**config.mk**
```make
export PLATFORM = sky130hd
export DESIGN_NAME = toggle_energy_meter
export DESIGN_NICKNAME = d
export VERILOG_FILES = /design/src/rtl/tem_pkg.sv /design/src/rtl/tem_sync_edge.sv /design/src/rtl/toggle_energy_meter.sv
export SDC_FILE = /design/constraint.sdc
export NUM_CORES = 1
export LEC_CHECK = 0
export ABC_AREA = 0
export CAP_MARGIN = 20
export CORE_ASPECT_RATIO = 1.25
export CORE_UTILIZATION = 57
export DETAILED_ROUTE_END_ITERATION = 6
export PLACE_DENSITY = 0.82
export SLEW_MARGIN = 20
export SYNTH_ARGS = -nofsm -noshare
export SYNTH_HDL_FRONTEND = slang
export SYNTH_SLANG_ARGS = --single-unit
```
**constraint.sdc**
```tcl
create_clock -name clk -period 3 [get_ports clk]
set_input_delay 0.6 -clock clk [delete_from_list [all_inputs] [get_ports clk]]
set_output_delay 0.6 -clock clk [all_outputs]
set_load 0.1 [all_outputs]
```
**src/rtl/tem_pkg.sv**
```systemverilog
// tem_pkg: shared definitions for the toggle energy meter.
//   - FSM state encoding used by toggle_energy_meter
//   - default values for the WINDOW / CNT_W / ACC_W / E_PER_TOGGLE parameters
// Optional build macro used elsewhere in this slice: TEM_GLITCH_FILTER_EN
// (enables the two-sample glitch filter inside tem_sync_edge).
package tem_pkg;

   typedef logic [1:0] tem_state_t;

   localparam tem_state_t ST_IDLE    = 2'd0;
   localparam tem_state_t ST_MEASURE = 2'd1;
   localparam tem_state_t ST_REPORT  = 2'd2;

   localparam int TEM_WINDOW       = 256;
   localparam int TEM_CNT_W        = 16;
   localparam int TEM_ACC_W        = 24;
   localparam int TEM_E_PER_TOGGLE = 3;

endpackage

```
**src/rtl/tem_sync_edge.sv**
```systemverilog
// tem_sync_edge: brings the asynchronous monitored signal into the clk domain
// and produces a one-cycle pulse for every 0->1 transition.
// Ports:
//   clk        in   sampling clock
//   reset      in   synchronous, active-high; clears every flop
//   sig_in     in   monitored signal, asynchronous to clk
//   rise_pulse out  high for the cycle in which a synchronized rise is seen
// Build macro TEM_GLITCH_FILTER_EN: when defined, the synchronized level only
// follows the input after two consecutive identical samples, which adds one
// cycle of latency and suppresses high pulses of one clk cycle or less.
module tem_sync_edge
   import tem_pkg::*;
(
   input  logic clk,
   input  logic reset,
   input  logic sig_in,
   output logic rise_pulse
);

   logic sync_p0;
   logic sync_p1;

`ifdef TEM_GLITCH_FILTER_EN
   logic filt_p2;
   logic hist_p3;

   always_ff @(posedge clk) begin
      if (reset) begin
         sync_p0 <= 1'b0;
         sync_p1 <= 1'b0;
         filt_p2 <= 1'b0;
         hist_p3 <= 1'b0;
      end else begin
         // stage p0/p1: two-flop synchronizer
         sync_p0 <= sig_in;
         sync_p1 <= sync_p0;
         // stage p2: accept a new level only when two successive samples agree
         if (sync_p0 == sync_p1) begin
            filt_p2 <= sync_p1;
         end
         // stage p3: edge history
         hist_p3 <= filt_p2;
      end
   end

   assign rise_pulse = filt_p2 & ~hist_p3;
`else
   logic hist_p2;

   always_ff @(posedge clk) begin
      if (reset) begin
         sync_p0 <= 1'b0;
         sync_p1 <= 1'b0;
         hist_p2 <= 1'b0;
      end else begin
         // stage p0/p1: two-flop synchronizer
         sync_p0 <= sig_in;
         sync_p1 <= sync_p0;
         // stage p2: edge history
         hist_p2 <= sync_p1;
      end
   end

   assign rise_pulse = sync_p1 & ~hist_p2;
`endif

endmodule

```
**src/rtl/toggle_energy_meter.sv**
```systemverilog
// toggle_energy_meter: counts 0->1 transitions of a monitored gate output over
// a fixed window of clk cycles and charges E_PER_TOGGLE energy units per rise.
// Results are offered through a valid/ready report port.
// Ports:
//   clk        in   single clock
//   reset      in   synchronous, active-high; aborts any window, no report
//   sig_in     in   monitored signal (asynchronous)
//   start      in   one-cycle request to open a window (honoured in IDLE only)
//   busy       out  high while the window is being measured
//   rpt_valid  out  report available (held until rpt_ready)
//   rpt_ready  in   consumer accepts the report
//   rpt_count  out  rising edges counted in the window (saturating)
//   rpt_energy out  accumulated energy for the window (saturating)
//   overflow   out  count or energy saturated during the window
// Build macro TEM_GLITCH_FILTER_EN: selects the glitch-filtered synchronizer
// in tem_sync_edge (rise latency grows by one cycle).
module toggle_energy_meter
   import tem_pkg::*;
#(
   parameter int WINDOW       = TEM_WINDOW,
   parameter int CNT_W        = TEM_CNT_W,
   parameter int ACC_W        = TEM_ACC_W,
   parameter int E_PER_TOGGLE = TEM_E_PER_TOGGLE
) (
   input  logic             clk,
   input  logic             reset,
   input  logic             sig_in,
   input  logic             start,
   output logic             busy,
   output logic             rpt_valid,
   input  logic             rpt_ready,
   output logic [CNT_W-1:0] rpt_count,
   output logic [ACC_W-1:0] rpt_energy,
   output logic             overflow
);

   localparam int WIN_W = (WINDOW > 2) ? $clog2(WINDOW) : 1;
   localparam logic [WIN_W-1:0] WIN_LAST = WIN_W'(WINDOW - 1);
   localparam logic [ACC_W:0]   E_INC    = (ACC_W + 1)'(E_PER_TOGGLE);

   // Returns {saturated, next_count}; sticks at all-ones.
   function automatic logic [CNT_W:0] sat_inc_cnt(input logic [CNT_W-1:0] v);
      if (v == {CNT_W{1'b1}}) begin
         sat_inc_cnt = {1'b1, v};
      end else begin
         sat_inc_cnt = {1'b0, v + CNT_W'(1)};
      end
   endfunction

   // Returns {saturated, next_energy}; the extra MSB of the sum flags wrap.
   function automatic logic [ACC_W:0] sat_add_energy(input logic [ACC_W-1:0] v);
      logic [ACC_W:0] sum;
      sum = {1'b0, v} + E_INC;
      if (sum[ACC_W]) begin
         sat_add_energy = {1'b1, {ACC_W{1'b1}}};
      end else begin
         sat_add_energy = sum;
      end
   endfunction

   tem_state_t       state;
   logic [WIN_W-1:0] win_cnt;
   logic [CNT_W-1:0] acc_cnt;
   logic [ACC_W-1:0] acc_energy;
   logic             acc_ovf;

   logic             rise_pulse;
   logic [CNT_W:0]   cnt_step;
   logic [ACC_W:0]   energy_step;
   logic [CNT_W-1:0] cnt_nxt;
   logic [ACC_W-1:0] energy_nxt;
   logic             ovf_nxt;

   tem_sync_edge u_sync_edge (
      .clk        (clk),
      .reset      (reset),
      .sig_in     (sig_in),
      .rise_pulse (rise_pulse)
   );

   // Next accumulator values if this cycle is a measured cycle. Used both for
   // the running update and for the final latch, so a rise in the last window
   // cycle still lands in the report.
   always_comb begin
      cnt_step    = sat_inc_cnt(acc_cnt);
      energy_step = sat_add_energy(acc_energy);
      cnt_nxt     = acc_cnt;
      energy_nxt  = acc_energy;
      ovf_nxt     = acc_ovf;
      if (rise_pulse) begin
         cnt_nxt    = cnt_step[CNT_W-1:0];
         energy_nxt = energy_step[ACC_W-1:0];
         ovf_nxt    = acc_ovf | cnt_step[CNT_W] | energy_step[ACC_W];
      end
   end

   always_ff @(posedge clk) begin
      if (reset) begin
         state      <= ST_IDLE;
         win_cnt    <= '0;
         acc_cnt    <= '0;
         acc_energy <= '0;
         acc_ovf    <= 1'b0;
         rpt_count  <= '0;
         rpt_energy <= '0;
         overflow   <= 1'b0;
      end else begin
         case (state)
            ST_IDLE: begin
               if (start) begin
                  win_cnt    <= '0;
                  acc_cnt    <= '0;
                  acc_energy <= '0;
                  acc_ovf    <= 1'b0;
                  rpt_count  <= '0;
                  rpt_energy <= '0;
                  overflow   <= 1'b0;
                  state      <= ST_MEASURE;
               end
            end
            ST_MEASURE: begin
               win_cnt    <= win_cnt + WIN_W'(1);
               acc_cnt    <= cnt_nxt;
               acc_energy <= energy_nxt;
               acc_ovf    <= ovf_nxt;
               if (win_cnt == WIN_LAST) begin
                  rpt_count  <= cnt_nxt;
                  rpt_energy <= energy_nxt;
                  overflow   <= ovf_nxt;
                  state      <= ST_REPORT;
               end
            end
            ST_REPORT: begin
               // Report registers are only written on the window's last
               // cycle, so they hold here until the handshake.
               if (rpt_ready) begin
                  state <= ST_IDLE;
               end
            end
            default: begin
               state <= ST_IDLE;
            end
         endcase
      end
   end

   assign busy      = (state == ST_MEASURE);
   assign rpt_valid = (state == ST_REPORT);

endmodule

```
==> flow_metrics.py, run 1 <==
metrics = {
    "hold_path": {
        "min_from": "u_sync_edge.sync_p0",
        "min_path_cells": 1,
        "whs_endpoint": "u_sync_edge.sync_p1",
        "min_path_type": "reg -> reg",
    },
    "timing": {
        "slew_headroom_pct": 44.3,
        "rsz0062_at_grt": "no",
        "slew_violations": 0,
        "finalSetupTns_ns": 0,
        "fmax_mhz": 408,
        "fin_crit_ns": 2.45,
        "fin_crit_sh_pct": 81.8,
        "setup-violations-final": 0,
        "worstMarginPinSlew_ns": 0.835,
        "skew_ns": 0.0135,
        "layout_setup_ws_ns": 0.546,
        "hold_viol": 0,
        "holdWs_ns": 0.436,
    },
    "status": {
        "outcome": "finished, final reports clean",
    },
    "detailed_routing": {
        "vias_per_cell": 6.28,
        "drc": 0,
        "vias": 4490,
        "drt_pass1_iterations": 5,
        "wirelength_um": 11800,
        "drtAntennaViolNets": 0,
        "dr.first_iter.drc_count": 445,
        "wl_per_cell_um": 16.4,
    },
    "global_route": {
        "first_global_vias": 4130,
        "antenna_found_initial": 0,
        "grt_max_degree": 40,
        "grt_pass1_wl_um": 19400,
        "grt-ovfl-total": 0,
        "grt_usage_pct": 27.4,
    },
    "cts": {
        "clock_latency_ns": 0.38,
        "cts.htree.levels": 3,
        "cts_tree": "yes",
        "cts.sinks": 95,
        "holdBufCountCts": 0,
        "numCtsBuffers": 9,
        "post_cts_buffers": 0,
        "clkTransAtPathRegs_ns": 0.09,
        "clock_path_buffers": 2,
        "cts_resized": 0,
        "clockRootBuffer": "clkbuf_8",
    },
    "setup_path": {
        "end_kind": "register",
        "reg2regPathDepth": 7,
        "r2r-end": "rpt_energy[12]",
        "crit_start": "acc_energy[0]",
        "r2r_setup_slack_ns": 0.55,
        "critPathArrivalTime_ns": 2.72,
        "critPathKind": "reg -> reg",
        "worst_setup_path_start_kind": "register",
        "regToRegStartpoint": "acc_energy[0]",
        "critPathMaxFanout": 6,
        "cp_data_required_time_ns": 3.27,
    },
    "layout": {
        "syn2layout_area_growth_pct": 12.1,
        "drive_gt1_share_pct": 15.0,
        "fin_nets": 623,
        "multi_input_area_mm2": 0.00263,
        "final_cells": 715,
        "regArea_mm2": 0.00190,
        "fillers": 682,
        "antenna_cells": 0,
    },
    "synth": {
        "yosys_warnings": 0,
        "synth_async_sr_flop_share_pct": 0,
        "syn-cell-area_mm2": 0.00476,
        "ys_ff_latch": 95,
        "synth-edff-count": 0,
        "seq_area_frac_synth_pct": 39.9,
        "synthesis.nets": 595,
        "synth.avg_cell_area_um2": 8.12,
        "yosysUniqueCellTypes": 63,
        "netlist_instances": 587,
        "synth-main-ff-cell": "dfxtp_1",
    },
    "floorplanning": {
        "start_util_pct": 60.1,
        "fp.dieArea_mm2": 0.00873,
        "die_w_um": 83.8,
        "die_h_um": 104,
        "core_area_mm2": 0.00793,
        "io_pins": 48,
        "rows": 36,
    },
    "placement": {
        "place_worst_setup_slack_ns": 0.413,
        "portBuffers": 47,
        "gp_congestion": 0.896,
        "place_inst": 699,
        "dp.final_hpwl_um": 8080,
    },
    "pwr": {
        "switchingPower_uw": 584,
        "pwr-share-comb_pct": 7.8,
        "p_sw_share_pct": 25.3,
        "powerDensity_mw_per_mm2": 432,
        "pwr-share-seq_pct": 55.4,
        "p_leak_uw": 0.00202,
        "ir_drop_mv": 0.430,
        "power.internal_uw": 1720,
        "clkPwrFrac_pct": 36.8,
    },
    "job": {
        "maxCapViolCount": 0,
    },
}
-- cells by family (layout without fill, tap and decap cells) --
logic type,after synthesis,in the layout,synth area share (%)
compound gates,175,175,22.6
xor+xnor,21,21,3.86
fa+ha+maj,3,3,0.788
buf+inv,52,85,4.81
flops,95,95,39.9
mux,6,6,1.37
simple gates,235,235,26.7
-- layout by cell type (no fill, tap or decap), types with 8 or more instances in the layout --
cell type	count
dfxtp_1	95
o21ai_0	77
nand2_1	76
buf_4	56
nor2_1	34
a21oi_1	30
nor3_1	22
nand3_1	17
nand4_1	16
nor4_1	14
a22o_1	13
xnor2_1	12
a31oi_1	10
clkbuf_8	10
o31ai_1	9
xor2_1	9
inv_1	8
and3_1	8
a21o_1	8
-- synthesized netlist by cell type, types with 3 or more instances --
| master | instances | area share [%] |
|---|---|---|
| or3_1 | 5 | 0.66 |
| nor2_1 | 34 | 2.7 |
| buf_2 | 16 | 1.7 |
| and4_1 | 4 | 0.74 |
| a221o_1 | 4 | 0.84 |
| ha_1 | 3 | 0.79 |
| nor4_1 | 14 | 1.8 |
| a31oi_1 | 10 | 1.3 |
| and3_1 | 8 | 1.1 |
| nand2b_1 | 3 | 0.39 |
| nand2_1 | 76 | 6.0 |
| o31a_1 | 4 | 0.74 |
| a21o_1 | 8 | 1.3 |
| nor2b_1 | 7 | 0.92 |
| a21oi_1 | 30 | 3.2 |
| a22o_1 | 13 | 2.4 |
| a211oi_1 | 4 | 0.63 |
| clkbuf_1 | 23 | 1.8 |
| nand3_1 | 17 | 1.8 |
| o31ai_1 | 9 | 1.4 |
| nand4_1 | 16 | 2.1 |
| nand4b_1 | 3 | 0.55 |
| or2_2 | 3 | 0.39 |
| o21ai_0 | 77 | 8.1 |
| nor3_1 | 22 | 2.3 |
| a22oi_1 | 3 | 0.47 |
| xor2_1 | 9 | 1.7 |
| mux2_2 | 4 | 0.95 |
| nand3b_1 | 3 | 0.47 |
| inv_1 | 8 | 0.63 |
| dfxtp_1 | 95 | 40 |
| xnor2_1 | 12 | 2.2 |
-- per-stage QoR --
stage / area, µm² / util (%) / power [µW]
floorplan: 4760 / - / 1430
global placement: 5150 / 64.9 / 1480
detailed placement: 5150 / 64.9 / 1490
CTS: 5340 / 67.3 / 2310
global route: 5340 / 67.3 / 2380
finish: 5340 / 67.3 / 2310
-- how the worst max path moves through the flow --
stage / endpoint / slack (ns) / cells after the start
after global placement: rpt_energy[17] / 0.46 / 4
after CTS: rpt_energy[12] / 0.59 / 7
final: rpt_energy[12] / 0.55 / 7
after detailed placement: rpt_energy[14] / 0.41 / 4
after global routing: rpt_energy[12] / 0.43 / 7
after floorplan: rpt_valid / 0.68 / 1
-- cell type report --
class / count / area share, %
sequential: 95 / 35.6
clock inverter: 4 / 0.844
clock buffer: 12 / 2.72
multi-input combinational: 440 / 49.3
timing repair buffer: 60 / 8.62
inverter: 9 / 0.633
tap: 95 / 2.23
-- worst max-delay path, stage by stage (launching register included) --
cell,delay (ns)
dfxtp_1,0.41
inv_1,0.10
ha_1,0.26
or3b_1,0.49
nor3_1,0.48
nand2_1,0.13
xnor2_1,0.16
a221o_1,0.32
-- registers in the layout, summed over array words and instances, names as in the netlist --
| signal | flops |
|---|---|
| acc_energy | 24 |
| rpt_energy | 24 |
| acc_cnt | 16 |
| rpt_count | 16 |
| win_cnt | 8 |
| state | 2 |
| acc_ovf | 1 |
| overflow | 1 |
| u_sync_edge.hist_p2 | 1 |
| u_sync_edge.sync_p0 | 1 |
| u_sync_edge.sync_p1 | 1 |
-- power by group through the flow --
stage | Clock [µW] | Combinational [µW] | Sequential [µW]
3_5_place_dp | 0 | 179 | 1310
6_report | 848 | 181 | 1280
5_1_grt | 899 | 198 | 1280
4_1_cts | 851 | 180 | 1280
2_1_floorplan | 0 | 119 | 1310
3_3_place_gp | 0 | 176 | 1310
-- per-layer routing --
| metal | share of wire [%] | vias to the layer above | track usage (%) |
|---|---|---|---|
| li1 | - | 2190 | - |
| met1 | 45 | 2099 | 36.1 |
| met2 | 47 | 172 | 43.7 |
| met3 | 6.2 | 29 | 5.56 |
| met4 | 2.3 | 0 | 11.5 |
| met5 | 0 | - | 0 |
(Power assumes the default switching activity.)
==> inputs of run 2 (changes only) <==
--- a/config.mk
+++ b/config.mk
@@ -8,9 +8,9 @@
 export ABC_AREA = 0
 export CAP_MARGIN = 20
 export CORE_ASPECT_RATIO = 1.25
-export CORE_UTILIZATION = 57
+export CORE_UTILIZATION = 51
 export DETAILED_ROUTE_END_ITERATION = 6
-export PLACE_DENSITY = 0.82
+export PLACE_DENSITY = 0.78
 export SLEW_MARGIN = 20
 export SYNTH_ARGS = -nofsm -noshare
 export SYNTH_HDL_FRONTEND = slang
==> constraint.sdc (replaced) <==
create_clock -name clk -period 2.1 [get_ports clk]
set_input_delay 0.42 -clock clk [delete_from_list [all_inputs] [get_ports clk]]
set_output_delay 0.42 -clock clk [all_outputs]
set_load 0.1 [all_outputs]
==> run 2 against run 1 <==
  * Cell count increased by 9.8%
  * Clock skew decreased by 0.0069 ns
  * Setup slack worse by 0.50 ns
  * Sequential power increased by 42%
  * Critical path depth grew 3
  * Largest power group unchanged
  * Non-clock buffer count rose by 43
  * Sequential share of layout area down 3.5 points
  * Clock-buffer cell count unchanged
  * Via count up 6.7%
  * Clock power up 78%
  * Largest cell class unchanged
==> flow_metrics.py, run 2 (synthesis results as in run 1) <==
metrics = {
    "layout": {
        "antenna_cells": 0,
        "final_cell_mix": "94 x dfxtp_1, 90 x buf_4, 76 x nand2_1, 76 x o21ai_0, 33 x nor2_1",
        "fin_nets": 666,
        "syn2layout_area_growth_pct": 24.5,
        "reg_top3": "acc_energy (24), rpt_energy (24)",
        "layout_commonest_cell": "dfxtp_1",
        "drive_gt1_share_pct": 22.1,
    },
    "placement": {
        "gp_congestion": 0.939,
        "portBuffers": 47,
        "place_worst_setup_slack_ns": 0.0360,
        "dp.final_hpwl_um": 9220,
    },
    "pwr": {
        "p_leak_uw": 0.00231,
        "switchingPower_uw": 905,
        "p_sw_share_pct": 24.8,
        "ir_drop_mv": 0.401,
        "powerDensity_mw_per_mm2": 616,
        "clkPwrFrac_pct": 41.4,
        "pwr-share-comb_pct": 8.7,
        "power.internal_uw": 2750,
        "pwr-share-seq_pct": 49.9,
    },
    "detailed_routing": {
        "wirelength_um": 13500,
        "vias": 4792,
        "dr.first_iter.drc_count": 306,
        "wl_per_cell_um": 17.2,
        "drt_pass1_iterations": 5,
        "vias_per_cell": 6.10,
        "drc": 0,
        "drtAntennaViolNets": 0,
    },
    "timing": {
        "fmax_mhz": 486,
        "fin_crit_ns": 2.06,
        "hold_viol": 0,
        "slew_violations": 0,
        "slew_headroom_pct": 68.4,
        "fin_crit_sh_pct": 97.9,
        "setup-violations-final": 0,
        "skew_ns": 0.00657,
        "finalSetupTns_ns": 0,
        "layout_setup_ws_ns": 0.0438,
        "rsz0062_at_grt": "yes",
        "worstMarginPinSlew_ns": 0.469,
    },
    "job": {
        "maxCapViolCount": 0,
    },
    "cts": {
        "clock_latency_ns": 0.35,
        "cts.htree.levels": 3,
        "clock_path_buffers": 2,
        "cts_tree": "yes",
        "holdBufCountCts": 0,
        "clockRootBuffer": "clkbuf_16",
        "cts.sinks": 95,
        "numCtsBuffers": 9,
        "clkTransAtPathRegs_ns": 0.06,
    },
    "setup_path": {
        "critPathMaxFanout": 5,
        "cp_data_required_time_ns": 2.39,
        "worst_setup_path_start_kind": "register",
        "critPathKind": "reg -> reg",
        "r2r_setup_slack_ns": 0.04,
        "critPathArrivalTime_ns": 2.34,
        "end_kind": "register",
    },
    "floorplanning": {
        "start_util_pct": 52.2,
        "io_pins": 48,
        "fp.dieArea_mm2": 0.00974,
        "core_area_mm2": 0.00913,
        "die_h_um": 110,
        "rows": 39,
        "die_w_um": 88.5,
    },
    "global_route": {
        "grt_max_degree": 23,
        "grt_usage_pct": 27.8,
        "antenna_found_initial": 0,
        "grt-ovfl-total": 0,
        "grt_pass1_wl_um": 20800,
        "first_global_vias": 4226,
    },
    "status": {
        "outcome": "finished, final reports clean",
    },
    "hold_path": {
        "min_path_type": "reg -> reg",
    },
}
[run 2: cell count changes in the layout (fill, tap and decap cells not counted), moves of 2 or more]
cell	change
ha_2	+2
clkinvlp_4	+2
buf_12	+5
clkinv_2	-2
ha_1	-2
clkbuf_8	-9
clkbuf_16	+11
buf_6	+2
buf_4	+34
[run 2: critical path: stages (launching register included)]
cell and delay, ns:
dfxtp_1 0.34, inv_1 0.08, ha_2 0.22, nor3b_4 0.27, nand4_4 0.16, buf_6 0.18, nor3_4 0.21, buf_6 0.16
clkbuf_16 0.14, or3_1 0.11, a22o_1 0.12
[run 2: final cells by class]
cell class                 instances  area [µm²]
clock buffer                      12         246
clock inverter                     3        20.0
fill                             788        3190
inverter                           9        33.8
multi-input combinational        440        2690
sequential                        95        1900
tap                              123         154
timing repair buffer             103         888
[run 2: power by group through the flow]
stage / Clock (µW) / Sequential (µW) / Combinational (µW)
6_report: 1510 / 1820 / 318
3_5_place_dp: 0 / 1860 / 308
5_1_grt: 1600 / 1820 / 341
4_1_cts: 1520 / 1820 / 310
2_1_floorplan: 0 / 1880 / 170
3_3_place_gp: 0 / 1860 / 301
[run 2: path summary, 6_finish.rpt]
path / to / startpoint / depth (start not counted)
min reg2reg: rpt_energy[8] / rpt_energy[8] / 2
min: rpt_energy[8] / rpt_energy[8] / 2
max reg2reg: rpt_energy[15] / acc_energy[0] / 10
max: rpt_energy[15] / acc_energy[0] / 10
[run 2: metrics by stage]
| step | utilization, % | power [µW] | std cells | instance area (µm²) | hold WS [ns] |
|---|---|---|---|---|---|
| after floorplan | - | 2050 | 587 | 4770 | 0.414 |
| after global placement | 60.6 | 2160 | 764 | 5530 | 0.421 |
| after detailed placement | 60.6 | 2170 | 764 | 5530 | 0.432 |
| after CTS | 63.5 | 3650 | 779 | 5800 | 0.441 |
| after global routing | 65.0 | 3760 | 785 | 5930 | 0.459 |
| final | 65.0 | 3650 | 785 | 5930 | 0.438 |
[run 2: timing repair]
action	in CTS	in global routing
endpoints found under the setup margin	0	44
buffers inserted	0	4
gates resized for setup	0	14
[run 2: routing by layer]
layer,routed length [µm],vias to the layer above,global-route usage (%)
met4,364,0,12.9
met1,5850,2295,37.1
li1,-,2285,-
met2,6440,185,44.3
met5,0,-,0
met3,816,27,3.87
==> edit 1, RTL diff (config.mk and constraints of run 1) <==
The option `TEM_GLITCH_FILTER_EN` is turned on by a define.
--- a/src/rtl/tem_sync_edge.sv
+++ b/src/rtl/tem_sync_edge.sv
@@ -8,6 +8,8 @@
 // Build macro TEM_GLITCH_FILTER_EN: when defined, the synchronized level only
 // follows the input after two consecutive identical samples, which adds one
 // cycle of latency and suppresses high pulses of one clk cycle or less.
+`define TEM_GLITCH_FILTER_EN
+
 module tem_sync_edge
    import tem_pkg::*;
 (
Formal check against the unedited RTL: same outputs for any inputs over 10 cycles, from zero or initial values and one cycle with reset high; that may be too few to reach the edited logic, so the function may still have changed.
==> edit 1 against run 1 <==
Power is 3.2% lower. Sequential cell count is 1 higher. Worst setup slack worse by 0.063 ns. Utilization is 0.82 points lower. Area after synthesis rose by 0.92%. The flow now finishes with violations (design-rule violations). Worst hold slack better by 0.0064 ns. Count of clock-buffer cells in the layout decreased by 1. Largest power group unchanged. Die area grew 0.90%. Synthesized cell count grew 3.4%. Largest cell class unchanged. Design area up 2.1%. Routed wire length is 6.3% higher. Clock power shrank 6.5%.
==> edit 1: results (changes against run 1) <==
| Metric | Value |
|---|---|
| Number of global-route vias before repair | 4351 (was 4130) |
| Antenna violations before repair | 0 (unchanged) |
| Leakage | 0.001916 uW (was 0.002018 uW) |
| Worst min path class | flop to flop (unchanged) |
| First-pass GRT wire length | 20790 um (was 19430 um) |
| Top cells by area, synth | dfxtp_1, o21ai_0, a21oi_1 (was dfxtp_1, o21ai_0, nand2_1) |
| WL/cell | 16.83 um (was 16.43 um) |
| Tot GR Track Use | 29.26% (was 27.44%) |
| Post-synth top cells | dfxtp_1, nand2_1, o21ai_0 (was dfxtp_1, o21ai_0, nand2_1) |
| CP peak stage delay | 0.59 ns (was 0.49 ns) |
| Fill count | 727 (was 682) |
| Synth async-reset ratio | 0% (unchanged) |
| Pre-Repair DR Iteration Count | 7 (was 5) |
| Final hold slack | 0.4424 ns (was 0.4359 ns) |
| Yosys cell types | 69 (was 63) |
| Initial DRC Count | 357 (was 445) |
| Residual DRC | 11 (was 0) |
| Placer congestion estimate | 0.9727 (was 0.8961) |
| H-tree lvl count | 3 (unchanged) |
| Post-synthesis sequential area ratio | 39.97% (was 39.92%) |
| Clock latency on the worst-skew pair | 0.37 ns |
| Fraction of layout cells with a size suffix above 1 | 14.88% (was 15.00%) |
| Reg2Reg Launch Point | acc_cnt[0] (was acc_energy[0]) |
| Largest net degree at the start of global routing | 34 (was 40) |
| I/O Buffers | 47 (unchanged) |
| Placed Area | 5269 um2 (was 5149 um2) |
| Vias per cell | 6.309 (was 6.280) |
| Post-Syn Nets | 615 (was 595) |
| Reg clk slew, reported paths | 0.09 ns (about the same) |
| HPWL after detailed placement | 8905 um (was 8083 um) |
| CP max-delay cell | or3b_2 (was or3b_1) |
| Antenna diodes | 0 (unchanged) |
| Hold EP | rpt_energy[14] (was u_sync_edge.sync_p1) |
| Worst relative slew slack | 46.54% (was 44.31%) |
| Failing checks | design-rule violations |
| Hold wc startpoint | rpt_energy[14] (was u_sync_edge.sync_p0) |
| Critical path peak fanout | 11 (was 6) |
| Run status | finished with violations (was finished, final reports clean) |
| R2R Path End | rpt_count[14] (was rpt_energy[12]) |
| Clock skew | 0.01190 ns (was 0.01352 ns) |
| Reg2Reg Depth | 6 (was 7) |
| Reg2reg setup slack | 0.48 ns (was 0.55 ns) |
| Final Net Count | 648 (was 623) |
| Maximum VDD drop | 0.0002719 V (was 0.0004301 V) |
| WHS Path Cells | 2 (was 1) |
edit 1: cell types whose count changed in the layout (fill, tap and decap cells not counted), moves of 7 or more:
cell     delta
nor4_1      -7
o21ai_0    -11
a21oi_1    +27
a22o_1     -10
edit 1: final cells by class:
cell class                 instances  area, um2  share of cell area (%)
multi-input combinational        455       2670                   48.98
sequential                        96       1922                   35.25
timing repair buffer              64      503.0                   9.227
clock buffer                      11      151.4                   2.777
tap                               97      121.4                   2.226
inverter                          14      52.55                  0.9640
clock inverter                     5      31.28                  0.5738
edit 1: metal layers:
layer | global-route usage [%] | vias up | part of all wire (%)
met1 | 37.94 | 2165 | 44
met4 | 13.18 | 0 | 2.7
met5 | 0 | - | 0
li1 | - | 2282 | -
met2 | 47.31 | 204 | 46
met3 | 5.292 | 30 | 7.6
edit 1: how the worst max path moves through the flow:
stage / startpoint / to
2_1_floorplan: state[0] / busy
3_3_place_gp: reset / rpt_energy[18]
5_1_grt: acc_cnt[0] / rpt_count[14]
3_5_place_dp: reset / rpt_energy[19]
4_1_cts: acc_cnt[0] / rpt_count[14]
6_report: acc_cnt[0] / rpt_count[14]
edit 1: cells by family after synthesis:
family	share of synthesized area, %
adders and majority gates	0.7807
muxes	1.327
xor gates and xnor gates	3.643
and+or+nand+nor	25.53
DFF	39.97
buffers and inverters	4.684
AOI/OAI and AO/OA	24.07
edit 1: power by group:
group          switching, uW  internal, uW
registers               9.52          1280
clock network            449           344
logic                    103          44.7
total                    562          1670
edit 1: per-stage QoR:
| step | utilization, % | setup slack [ns] | total power (uW) | cells |
|---|---|---|---|---|
| final | 66.53 | 0.4832 | 2232 | 742 |
| after global routing | 66.53 | 0.3153 | 2315 | 742 |
| after CTS | 66.53 | 0.4951 | 2239 | 742 |
| after detailed placement | 64.30 | 0.3395 | 1465 | 726 |
| after global placement | 64.30 | 0.4134 | 1463 | 726 |
| after floorplan | - | 0.5454 | 1414 | 607 |
edit 1: worst min-delay path, cell delays in order, from the launching register on:
cell     delay (ns)
dfxtp_1        0.32
nand2_1        0.05
nand2_1        0.04
==> edit 2, RTL diff (config.mk and constraints of run 1) <==
Without the edit above. Put one more register stage on the output `rpt_count`, cleared by the reset. The value now appears one clock later. The other outputs are not delayed to match.
--- a/src/rtl/toggle_energy_meter.sv
+++ b/src/rtl/toggle_energy_meter.sv
@@ -37,6 +37,8 @@
    localparam int WIN_W = (WINDOW > 2) ? $clog2(WINDOW) : 1;
    localparam logic [WIN_W-1:0] WIN_LAST = WIN_W'(WINDOW - 1);
    localparam logic [ACC_W:0]   E_INC    = (ACC_W + 1)'(E_PER_TOGGLE);
+
+   logic [CNT_W-1:0] rpt_count_s0;
 
    // Returns {saturated, next_count}; sticks at all-ones.
    function automatic logic [CNT_W:0] sat_inc_cnt(input logic [CNT_W-1:0] v);
@@ -101,7 +103,7 @@
          acc_cnt    <= '0;
          acc_energy <= '0;
          acc_ovf    <= 1'b0;
-         rpt_count  <= '0;
+         rpt_count_s0 <= '0;
          rpt_energy <= '0;
          overflow   <= 1'b0;
       end else begin
@@ -112,7 +114,7 @@
                   acc_cnt    <= '0;
                   acc_energy <= '0;
                   acc_ovf    <= 1'b0;
-                  rpt_count  <= '0;
+                  rpt_count_s0 <= '0;
                   rpt_energy <= '0;
                   overflow   <= 1'b0;
                   state      <= ST_MEASURE;
@@ -124,7 +126,7 @@
                acc_energy <= energy_nxt;
                acc_ovf    <= ovf_nxt;
                if (win_cnt == WIN_LAST) begin
-                  rpt_count  <= cnt_nxt;
+                  rpt_count_s0 <= cnt_nxt;
                   rpt_energy <= energy_nxt;
                   overflow   <= ovf_nxt;
                   state      <= ST_REPORT;
@@ -147,5 +149,13 @@
    assign busy      = (state == ST_MEASURE);
    assign rpt_valid = (state == ST_REPORT);
 
+   always_ff @(posedge clk) begin
+      if (reset) begin
+         rpt_count <= '0;
+      end else begin
+         rpt_count <= rpt_count_s0;
+      end
+   end
+
 endmodule
 
Formal check against the unedited RTL: no difference found for any inputs over 10 cycles, from zero or initial values and one cycle with reset high; that may be too few to reach the edited logic, so the function may still have changed.
==> edit 2 against run 1 <==
Combinational power increased by 43%. Power increased by 21%. Synthesized cell count up 7.8%. Design area is 12% higher. Die area increased by 11%. Area after synthesis grew 11%. Routed wire length increased by 23%. Count of clock-buffer cells in the layout down 1. Sequential cell count rose by 16. Worst setup slack improved by 0.022 ns. Critical endpoint is now rpt_energy[18].
==> edit 2: results (changes against run 1) <==
| Metric | Value |
|---|---|
| Run status | finished, final reports clean (unchanged) |
| I/O Buffers | 47 (unchanged) |
| Number of global-route vias before repair | 4611 (was 4130) |
| WL/cell | 18.42 um (was 16.43 um) |
| Synth async-reset ratio | 0% (unchanged) |
| Tot GR Track Use | 31.02% (was 27.44%) |
| Number of post-CTS setup repair buffers | 0 (unchanged) |
| Cts repair resizes | 0 (unchanged) |
| Fraction of layout cells with a size suffix above 1 | 13.81% (was 15.00%) |
| Critical path peak fanout | 10 (was 6) |
| Placer congestion estimate | 0.9431 (was 0.8961) |
| Final Setup Violations | 0 (unchanged) |
| Initial DRC Count | 374 (was 445) |
| Post-Syn Nets | 641 (was 595) |
| Total routed wirelength | 14480 um (was 11750 um) |
| H-tree lvl count | 3 (unchanged) |
| Synthesized area per cell | 8.347 um2 (was 8.117 um2) |
| Clock skew | 0.01195 ns (was 0.01352 ns) |
| Post-synth top cells | dfxtp_1, nand2_1, a21oi_1 (was dfxtp_1, o21ai_0, nand2_1) |
| WHS Path Cells | 2 (was 1) |
| Post-synthesis sequential area ratio | 42.06% (was 39.92%) |
| First-pass GRT wire length | 22800 um (was 19430 um) |
| CP peak stage delay | 0.54 ns (was 0.49 ns) |
| Placed Cells | 770 (was 699) |
| Reg2Reg Depth | 7 (unchanged) |
| Leakage | 0.002278 uW (was 0.002018 uW) |
| Clock root buffer | clkbuf_8 (unchanged) |
| Fill count | 734 (was 682) |
| Maximum VDD drop | 0.0002008 V (was 0.0004301 V) |
| Worst min path class | flop to flop (unchanged) |
| Antenna violations before repair | 0 (unchanged) |
| Hold-fix buffers, CTS | 0 (unchanged) |
| CP max-delay cell | or3b_1 (unchanged) |
| Largest net degree at the start of global routing | 27 (was 40) |
| Vias per cell | 6.380 (was 6.280) |
| Final Net Count | 669 (was 623) |
| HPWL after detailed placement | 10210 um (was 8083 um) |
| Worst relative slew slack | 25.84% (was 44.31%) |
| Int Pwr | 2079 uW (was 1722 uW) |
| Top cells by area, synth | dfxtp_1, a21oi_1, o21ai_0 (was dfxtp_1, o21ai_0, nand2_1) |
| Hold wc startpoint | rpt_energy[12] (was u_sync_edge.sync_p0) |
## edit 2: stage by stage
stage                     area (um2)  utilization, %  total power, uW  setup slack, ns
final                           5981           67.63             2790           0.5679
after floorplan                 5284               -             1718           0.4644
after CTS                       5981           67.63             2792           0.5875
after global routing            5981           67.63             2873           0.3899
after detailed placement        5751           65.03             1796           0.4638
after global placement          5751           65.03             1791           0.5253
## edit 2: routing by layer
layer	part of all wire, %	global-route usage (%)
met3	5.4	3.153
met1	39	36.27
met2	51	55.09
met5	0	0
met4	4.1	17.17
## edit 2: power by group through the flow
stage | Combinational, uW | Clock (uW) | Sequential, uW
2_1_floorplan | 130 | 0 | 1590
3_3_place_gp | 250 | 0 | 1540
3_5_place_dp | 255 | 0 | 1540
4_1_cts | 255 | 1030 | 1510
5_1_grt | 273 | 1090 | 1510
6_report | 258 | 1030 | 1510
## edit 2: kinds of logic after synthesis
| family | synth area share (%) |
|---|---|
| flip-flops | 42.06 |
| AND/OR/NAND/NOR | 26.19 |
| adder cells (fa/ha/maj) | 0.7105 |
| AO/OA/AOI/OAI | 23.61 |
| XOR/XNOR | 2.320 |
| buffers and inverters | 4.546 |
| multiplexers | 0.5683 |
## edit 2: area by class of cell
type                    count  share of cell area [%]
well taps                 120                   2.510
flip-flops and latches    111                   37.15
inverters                  12                  0.7531
clock buffers              11                   2.531
repair buffers             63                   8.494
clock inverters             5                   1.318
multi-input cells         464                   47.24
## edit 2: path summary, 6_finish.rpt
check,endpoint,slack [ns]
min reg2reg,rpt_energy[12],0.44
min,rpt_energy[12],0.44
max,rpt_energy[18],0.57
max reg2reg,rpt_energy[18],0.57
## edit 2: worst register-to-register path, cell delays in order, from the launching register on
cell and delay (ns):
dfxtp_1 0.42, inv_1 0.07, ha_1 0.24, or3b_1 0.54
nor4_4 0.54, nand3_1 0.17, mux2i_1 0.14, a211o_1 0.21
